--- src/rtl/line_xfer_sequencer.sv ---
// ----------------------------------------------------------------------------
// line_xfer_sequencer
//
// Moves one 4-word cache line between the cache data array and the four-bank
// main memory. A writeback streams the victim line out, word by word, with
// one word per bank. A fill streams the requested line in. The two can be
// chained: writeback first, then fill. Each request waits for its bank and
// for the global stall, and requests always go out in word order. Fill data
// comes back MEM_LAT cycles after each accepted read. An internal valid/word
// shift pipe tracks those returns so that every returning word is written
// into the cache at its own offset.
//
// Ports
//   clk, rst      rising-edge clock, asynchronous active-high reset
//   start_wb      pulse: write back the victim line
//   start_fill    pulse: fill the requested line from memory
//   index         line index, latched when a start is accepted
//   victim_tag    tag of the dirty victim, latched when a start is accepted
//   req_tag       tag of the requested line, latched when a start is accepted
//   cache_rdata   cache word at cache_offset (combinational from the array)
//   mem_busy      per-bank busy; bank number = word number
//   mem_stall     memory accepts no request this cycle
//   mem_err       memory error; aborts the transfer
//   mem_rdata     read data, valid MEM_LAT cycles after an accepted read
//   mem_wr/mem_rd single-cycle write/read request, one per word
//   mem_addr      {tag, index, word, 1'b0}
//   mem_wdata     cache_rdata while a writeback word is issued
//   cache_offset  {word, 1'b0}: word read (writeback) or written (fill)
//   cache_wr      write cache_wdata into the cache at cache_offset
//   cache_wdata   returned memory word
//   xfer_busy     high in every state except IDLE
//   xfer_done     one-cycle pulse when the line is complete
//   xfer_err      one-cycle pulse when the transfer is aborted
// ----------------------------------------------------------------------------
module line_xfer_sequencer #(
   parameter int DW       = 16,
   parameter int TAG_W    = 5,
   parameter int IDX_W    = 8,
   parameter int MEM_LAT  = 2,
   localparam int AW      = TAG_W + IDX_W + 3
) (
   input  logic             clk,
   input  logic             rst,
   input  logic             start_wb,
   input  logic             start_fill,
   input  logic [IDX_W-1:0] index,
   input  logic [TAG_W-1:0] victim_tag,
   input  logic [TAG_W-1:0] req_tag,
   input  logic [DW-1:0]    cache_rdata,
   input  logic [3:0]       mem_busy,
   input  logic             mem_stall,
   input  logic             mem_err,
   input  logic [DW-1:0]    mem_rdata,
   output logic             mem_wr,
   output logic             mem_rd,
   output logic [AW-1:0]    mem_addr,
   output logic [DW-1:0]    mem_wdata,
   output logic [2:0]       cache_offset,
   output logic             cache_wr,
   output logic [DW-1:0]    cache_wdata,
   output logic             xfer_busy,
   output logic             xfer_done,
   output logic             xfer_err
);

   typedef enum logic [2:0] {
      IDLE,
      WB,
      FILL,
      FWAIT,
      DONE,
      ERR
   } state_t;

   // This mask selects the last pipe stage. A word that sits in that stage
   // leaves the pipe in the current cycle.
   localparam logic [MEM_LAT-1:0] EXIT_MASK = MEM_LAT'(1) << (MEM_LAT - 1);

   state_t             state_q, state_d;
   logic [1:0]         word_q, word_d;
   logic               fill_pend_q, fill_pend_d;
   logic [IDX_W-1:0]   idx_q;
   logic [TAG_W-1:0]   vtag_q;
   logic [TAG_W-1:0]   rtag_q;
   logic               start_accept;
   logic               rd_issue;
   logic               flush;
   logic               can_issue;
   logic               pipe_exit;
   logic               pipe_drains;
   logic [MEM_LAT-1:0] pipe_v;
   logic [1:0]         pipe_w [MEM_LAT];

   // This block holds the state register, the word counter and the line
   // address. The address and tags are captured only when a start is
   // accepted, so starts that arrive mid-transfer cannot disturb them.
   always_ff @(posedge clk or posedge rst) begin
      if (rst) begin
         state_q     <= IDLE;
         word_q      <= 2'd0;
         fill_pend_q <= 1'b0;
         idx_q       <= '0;
         vtag_q      <= '0;
         rtag_q      <= '0;
      end else begin
         state_q     <= state_d;
         word_q      <= word_d;
         fill_pend_q <= fill_pend_d;
         if (start_accept) begin
            idx_q  <= index;
            vtag_q <= victim_tag;
            rtag_q <= req_tag;
         end
      end
   end

   // This block is the return-tracking pipe. Every accepted read enters at
   // stage 0 with its word number. The entry reaches the last stage in the
   // same cycle that its data appears on mem_rdata. An error clears the whole
   // pipe, so words still in flight are never written into the cache.
   always_ff @(posedge clk or posedge rst) begin
      if (rst) begin
         pipe_v <= '0;
         for (int i = 0; i < MEM_LAT; i++) begin
            pipe_w[i] <= 2'd0;
         end
      end else if (flush) begin
         pipe_v <= '0;
      end else begin
         pipe_v[0] <= rd_issue;
         pipe_w[0] <= word_q;
         for (int i = 1; i < MEM_LAT; i++) begin
            pipe_v[i] <= pipe_v[i-1];
            pipe_w[i] <= pipe_w[i-1];
         end
      end
   end

   assign can_issue   = !mem_stall && !mem_busy[word_q];
   assign pipe_exit   = pipe_v[MEM_LAT-1];
   assign pipe_drains = ((pipe_v & ~EXIT_MASK) == '0);

   // This block computes the next state and every output. Requests are
   // combinational: a word goes out in the same cycle that its bank becomes
   // free. An error takes priority over issuing, so no request leaves in the
   // cycle that mem_err is seen.
   always_comb begin
      state_d      = state_q;
      word_d       = word_q;
      fill_pend_d  = fill_pend_q;
      start_accept = 1'b0;
      rd_issue     = 1'b0;
      flush        = 1'b0;
      mem_wr       = 1'b0;
      mem_rd       = 1'b0;
      mem_addr     = '0;
      mem_wdata    = '0;
      cache_offset = 3'd0;
      cache_wr     = 1'b0;
      cache_wdata  = '0;
      xfer_busy    = (state_q != IDLE);
      xfer_done    = 1'b0;
      xfer_err     = 1'b0;

      case (state_q)
         IDLE: begin
            if (start_wb) begin
               state_d      = WB;
               fill_pend_d  = start_fill;
               word_d       = 2'd0;
               start_accept = 1'b1;
            end else if (start_fill) begin
               state_d      = FILL;
               fill_pend_d  = 1'b0;
               word_d       = 2'd0;
               start_accept = 1'b1;
            end
         end

         WB: begin
            mem_addr     = {vtag_q, idx_q, word_q, 1'b0};
            cache_offset = {word_q, 1'b0};
            if (mem_err) begin
               state_d = ERR;
               flush   = 1'b1;
            end else if (can_issue) begin
               mem_wr    = 1'b1;
               mem_wdata = cache_rdata;
               if (word_q == 2'd3) begin
                  word_d      = 2'd0;
                  fill_pend_d = 1'b0;
                  state_d     = fill_pend_q ? FILL : DONE;
               end else begin
                  word_d = word_q + 2'd1;
               end
            end
         end

         FILL: begin
            mem_addr = {rtag_q, idx_q, word_q, 1'b0};
            if (mem_err) begin
               state_d = ERR;
               flush   = 1'b1;
            end else if (can_issue) begin
               mem_rd   = 1'b1;
               rd_issue = 1'b1;
               if (word_q == 2'd3) begin
                  state_d = FWAIT;
               end else begin
                  word_d = word_q + 2'd1;
               end
            end
         end

         FWAIT: begin
            if (mem_err) begin
               state_d = ERR;
               flush   = 1'b1;
            end else if (pipe_drains) begin
               state_d = DONE;
            end
         end

         DONE: begin
            xfer_done = 1'b1;
            state_d   = IDLE;
         end

         ERR: begin
            xfer_err = 1'b1;
            state_d  = IDLE;
         end

         default: begin
            state_d = IDLE;
         end
      endcase

      // The pipe is non-empty only in FILL and FWAIT. A write-back does not
      // overlap with returning fill data. If an error arrives in the same
      // cycle as a return, that returning word is dropped together with the
      // rest of the line.
      if ((state_q == FILL || state_q == FWAIT) && !mem_err && pipe_exit) begin
         cache_wr     = 1'b1;
         cache_offset = {pipe_w[MEM_LAT-1], 1'b0};
         cache_wdata  = mem_rdata;
      end
   end

endmodule

--- config.mk ---
export PLATFORM = sky130hd
export DESIGN_NAME = line_xfer_sequencer
export DESIGN_NICKNAME = d
export VERILOG_FILES = /design/src/rtl/line_xfer_sequencer.sv
export SDC_FILE = /design/constraint.sdc
export NUM_CORES = 1
export LEC_CHECK = 0
export CELL_PAD_IN_SITES_DETAIL_PLACEMENT = 1
export CELL_PAD_IN_SITES_GLOBAL_PLACEMENT = 1
export CORE_ASPECT_RATIO = 0.8
export CORE_UTILIZATION = 26
export CTS_CLUSTER_DIAMETER = 60
export DETAILED_ROUTE_END_ITERATION = 12
export PLACE_DENSITY = 0.9
export SLEW_MARGIN = 20
export SYNTH_ARGS = -nofsm -noshare
export SYNTH_HDL_FRONTEND = slang
export SYNTH_SLANG_ARGS = --single-unit
--- constraint.sdc ---
create_clock -name clk -period 2.3 [get_ports clk]
set_input_delay 0.23 -clock clk [delete_from_list [all_inputs] [get_ports clk]]
set_output_delay 0.23 -clock clk [all_outputs]
set_load 0.02 [all_outputs]
Word level (Yosys, flattened, before mapping) --
Index checks and enable logic that the tools add are counted.
Storage, ports and cells: memories kept 0, bits in latches 0, bits in writable memories 0, register bits after elaboration 30, input bits 60, memory bits (read-only) 0, output and inout bits 57
Cells by class: bitwise logic cells 0, equal/unequal tests 18, divide/modulo/power cells 0, magnitude comparators 1, $add $sub $neg 1, reductions and logical operators 16, shift-type cells 0, multiply operators 0, muxes and demuxes 49
Operators with widths (number):
- 16-bit 2-to-1 mux | 4
- 3-bit 2-to-1 mux | 13
- 16-bit case mux with 2 select lines | 1
- 1-bit 2-to-1 mux | 18
- 2-bit 2-to-1 mux | 9
- 3-bit != test (second input constant) | 6
- 2-bit != test (second input constant) | 6
- 3-bit case mux with 4 select lines | 1
- 7-bit AND reduction | 1
- 3-bit by 2-bit equality test with 1-bit output (second input constant) | 2
- 3-bit equality test (second input constant) | 2
- 2-bit case mux with 3 select lines | 1
- 6-bit AND reduction | 1
- 3-bit nonzero test | 2
- 5-bit AND reduction | 1
- 3-bit by 1-bit equality test with 1-bit output (second input constant) | 1
- 1-bit logical AND | 3
- 1-bit zero test | 3
- 3-bit zero test | 1
- 2-bit by 3-bit < comparator with 1-bit output (second input constant) | 1
- 3-bit OR reduction | 1
- 2-bit by 1-bit adder with 2-bit output (second input constant) | 1
- 1-bit binary-select mux with 2-bit select | 1
- 2-bit equality test (second input constant) | 1
- other kinds (4) | 4

Logic depth before layout (Yosys ltp) --
depth after elaboration 8, depth in mapped cells 6, depth with buffers taken out 5

Least setup slack after synthesis --
No wires, ideal clock.
kind reg-to-output, start register word_q[0], end output mem_wdata[10], slack 0.467 ns, path buffers 2, data arrival time 1.603 ns, stages on the path, launching flop included 7, cells stage by stage dfrtp_1 -> buf_6 -> mux2i_1 -> a22oi_4 -> nor4_4 -> buf_6 -> and2_1
Between the ends: word-level cells in the longest chain between the ends 7
RTL lines:
- start: declaration | line 80 | logic [1:0] word_q, word_d;
- start signal: assignment | line 107 | word_q <= word_d;
- 1-bit binary-select mux with 2-bit select | line 139 | assign can_issue = !mem_stall && !mem_busy[word_q];
- 1-bit 2-to-1 mux (implied by the code) | line 139
- 1-bit zero test | line 139
- 1-bit logical AND | line 139
- 16-bit 2-to-1 mux | line 186 | end else if (can_issue) begin
- 16-bit 2-to-1 mux | line 183 | if (mem_err) begin
- 16-bit 2-to-1 mux | line 165 | case (state_q)
- end: declaration | line 57 | output logic [DW-1:0] mem_wdata,
No other way between the ends. The select of a mux whose other input is x is not followed.

Final worst setup path --
start register state_q[0], end output xfer_err
Between the ends: word-level cells in the longest chain between the ends 2
RTL lines:
- start: declaration | line 79 | state_t state_q, state_d;
- start signal: assignment | line 106 | state_q <= state_d;
- 3-bit equality test | line 165
- 1-bit 2-to-1 mux | line 165
- end: declaration | line 63 | output logic xfer_err
No other way between the ends.

==> run summary <==
Outcome: complete, no violations
Fin nets: 372
Reg clk slew, reported paths: 0.07 ns
DRC viols: 0
#FFs+latches synth: 30
Initial antenna violation count: 0
Crit share post-route: 96.8%
Worst-Skew Late Latency: 0.28 ns
Remaining Overflow, GRT: 0
RSZ-0062 raised after global routing: no
Antenna Nets Post-Route: 0
Syn Area/Cell: 10.2 µm²
Final WL: 6500 µm
Most frequent cells in the layout: clkdlybuf4s50_1 (63), and2_1 (46), dfrtp_1 (29)
Area leader, netlist: dfrtp_1
Final min period: 2.23 ns
Sequential fraction of the synthesis area: 39.7%
GP Congestion: 0.790
WS Path Type: flip-flop to output pin
Via count: 1893
Leakage: 1.68 nW
CTS H-tree lvls: 2
Cell Pwr Density: 1040 nW/µm²
M1 wire length: 2770 µm
Max Fclk: 449 MHz
Layout cells sized above 1: 24.4%
Largest net degree at the start of global routing: 31
Max IR drop VDD: 0.000524 V
Max_cap viols: 0
Die height: 78.3 µm
First-pass GRT wire length: 10800 µm
Chip width: 97.4 µm
GRT Overall Usage: 17.7%
Clock Tree Buf Depth: 2
Initial Utilization: 27.2%
Slew Viols, Final: 0
Syn Std Cell Area: 1890 µm²
Top layer in use: met4
Most common cell after layout, fill and taps aside: clkdlybuf4s50_1
Top cell type's share of synthesized area: 39.7%
Fillers: 797
Met3 WL post-DR: 350 µm
Final hold vios: 0
Root Driver: clkbuf_8
Vias in the first global route: 2116
Core Util, Final: 46.8%
Rows: 27
CP arrival: 2.00 ns
Layout area overhead: 72.1%
PortBufs: 114
Post-synthesis cell type count: 41
Nature of the critical path endpoint: output pin
Hold Crit Class: primary input to async pin
Routed length on met2: 3260 µm
Worst Skew: 0.00611 ns
DIE AREA: 7630 µm²
Num CTS Buffers: 5
Post-Synthesis Cells: 185
Final setup fails: 0
Ys Warns: 0
Worst Path Required: 2.07 ns
Pre-antenna DRT Iters: 5
Crit path max fanout: 8
Antenna Cells: 0
I/O pin cnt: 117
Hold buffer count at CTS: 0
Core Footprint: 6960 µm²
Sink Count: 30
Startpoint Class: flip-flop
Top post-synthesis cells by area: dfrtp_1 (40%), and2_1 (15%), mux2_2 (13%), nor2_1 (2.6%), a22oi_1 (2.0%)
Drt via density: 4.76
Wirelength per Cell: 16.3 µm
DRC violation total after the first TritonRoute iteration: 130
HPWL after DPL: 4680 µm
CTS tree: done
Power, Total: 3.40 mW
## report_power, final
group	leakage, nW	switching, mW	internal [mW]	total [mW]
Combinational	1.27	1.01	1.05	2.06
Sequential	0.367	0.163	0.771	0.934
Clock	0.0438	0.202	0.203	0.405
Total	1.68	1.38	2.02	3.40
## critical path, stage by stage (launching register included)
cell             delay (ns)
dfrtp_1                0.40
buf_4                  0.19
nor2b_2                0.20
buf_4                  0.17
and2_1                 0.14
clkdlybuf4s50_1        0.61
## synth_stat cells
library cell and n:
a22o_1 2, nor3_2 1, buf_2 5, clkbuf_1 4, a32oi_1 3, nor2_1 13, mux2i_1 3, dfrtp_1 30
nand2b_1 2, nor4_1 2, and2_1 46, a22oi_4 1, o31ai_1 1, nor2_4 1, buf_4 2, a211oi_2 1
o21ai_1 1, nand2_1 2, o32ai_1 2, a21oi_2 1, a21oi_1 1, mux2_1 2, nor2b_1 6, nor4bb_1 2
nand3_1 1, or3_1 2, inv_1 4, a211oi_1 1, mux2_2 22, inv_2 1, o21a_1 1, nor4_4 1
mux2i_2 1, a22oi_1 5, a2111oi_0 1, buf_6 3, ha_1 1, o21ai_0 4, conb_1 1, and3_1 1
and4_1 1
## metrics by stage
stage               TNS (ns)  hold WS (ns)  setup slack [ns]  cells  area (µm²)
floorplan                  0         0.321             0.467    186        1900
global placement      -0.841         0.481           -0.0676    390        3200
detailed placement     -1.72         0.487            -0.143    390        3200
CTS                        0         0.341            0.0123    398        3270
global route               0         0.392           0.00340    398        3260
finish                     0         0.334            0.0740    398        3260
## final timing paths
check,slack (ns),cells after the start,startpoint,endpoint
min in group clk,0.50,1,idx_q[4],idx_q[4]
hold reg to reg,0.50,1,idx_q[4],idx_q[4]
setup / recovery,0.07,5,state_q[0],xfer_err
hold / removal,0.33,3,rst,state_q[1]
setup reg to reg,0.28,6,word_q[0],word_q[0]
max in group asynchronous,1.66,3,rst,state_q[2]
## sequential cells by signal, summed over array words and instances, names as in the netlist
name and flops:
fill_pend_q 1, idx_q 8, pipe_v 2, pipe_w 4
rtag_q 5, state_q 3, vtag_q 5, word_q 2
## logic make-up (layout without fill, tap and decap cells)
family	count (synthesis)	count (layout)	synth area share (%)
AND/OR/NAND/NOR	81	81	26.5
adder cells (fa/ha/maj)	1	1	0.661
flip-flops	30	30	39.7
AO/OA/AOI/OAI	25	25	10.7
multiplexers	28	28	16.6
buffers and inverters	19	144	5.68
other	1	2	0.198
## final cells by class
type / count / area, µm² / area share, %
repair buffers: 132 / 1230 / 37.9
multi-input cells: 137 / 1070 / 32.7
flip-flops and latches: 30 / 752 / 23.1
well taps: 87 / 109 / 3.34
clock buffers: 5 / 68.8 / 2.11
inverters: 5 / 18.8 / 0.576
clock inverters: 2 / 10.0 / 0.307
## layer usage
layer  vias up  track usage, %
met3        13            3.92
met1       937            21.5
met4         0            6.03
met5         -               0
met2        60            31.0
li1        883               -
## repair_timing
action | 4_1_cts | 5_1_grt
setup endpoints to repair | 51 | 31
gates cloned | 0 | 0
gates resized for setup | 42 | 48
setup buffers | 1 | 0
No activity file was read; power rests on OpenSTA's default activity.
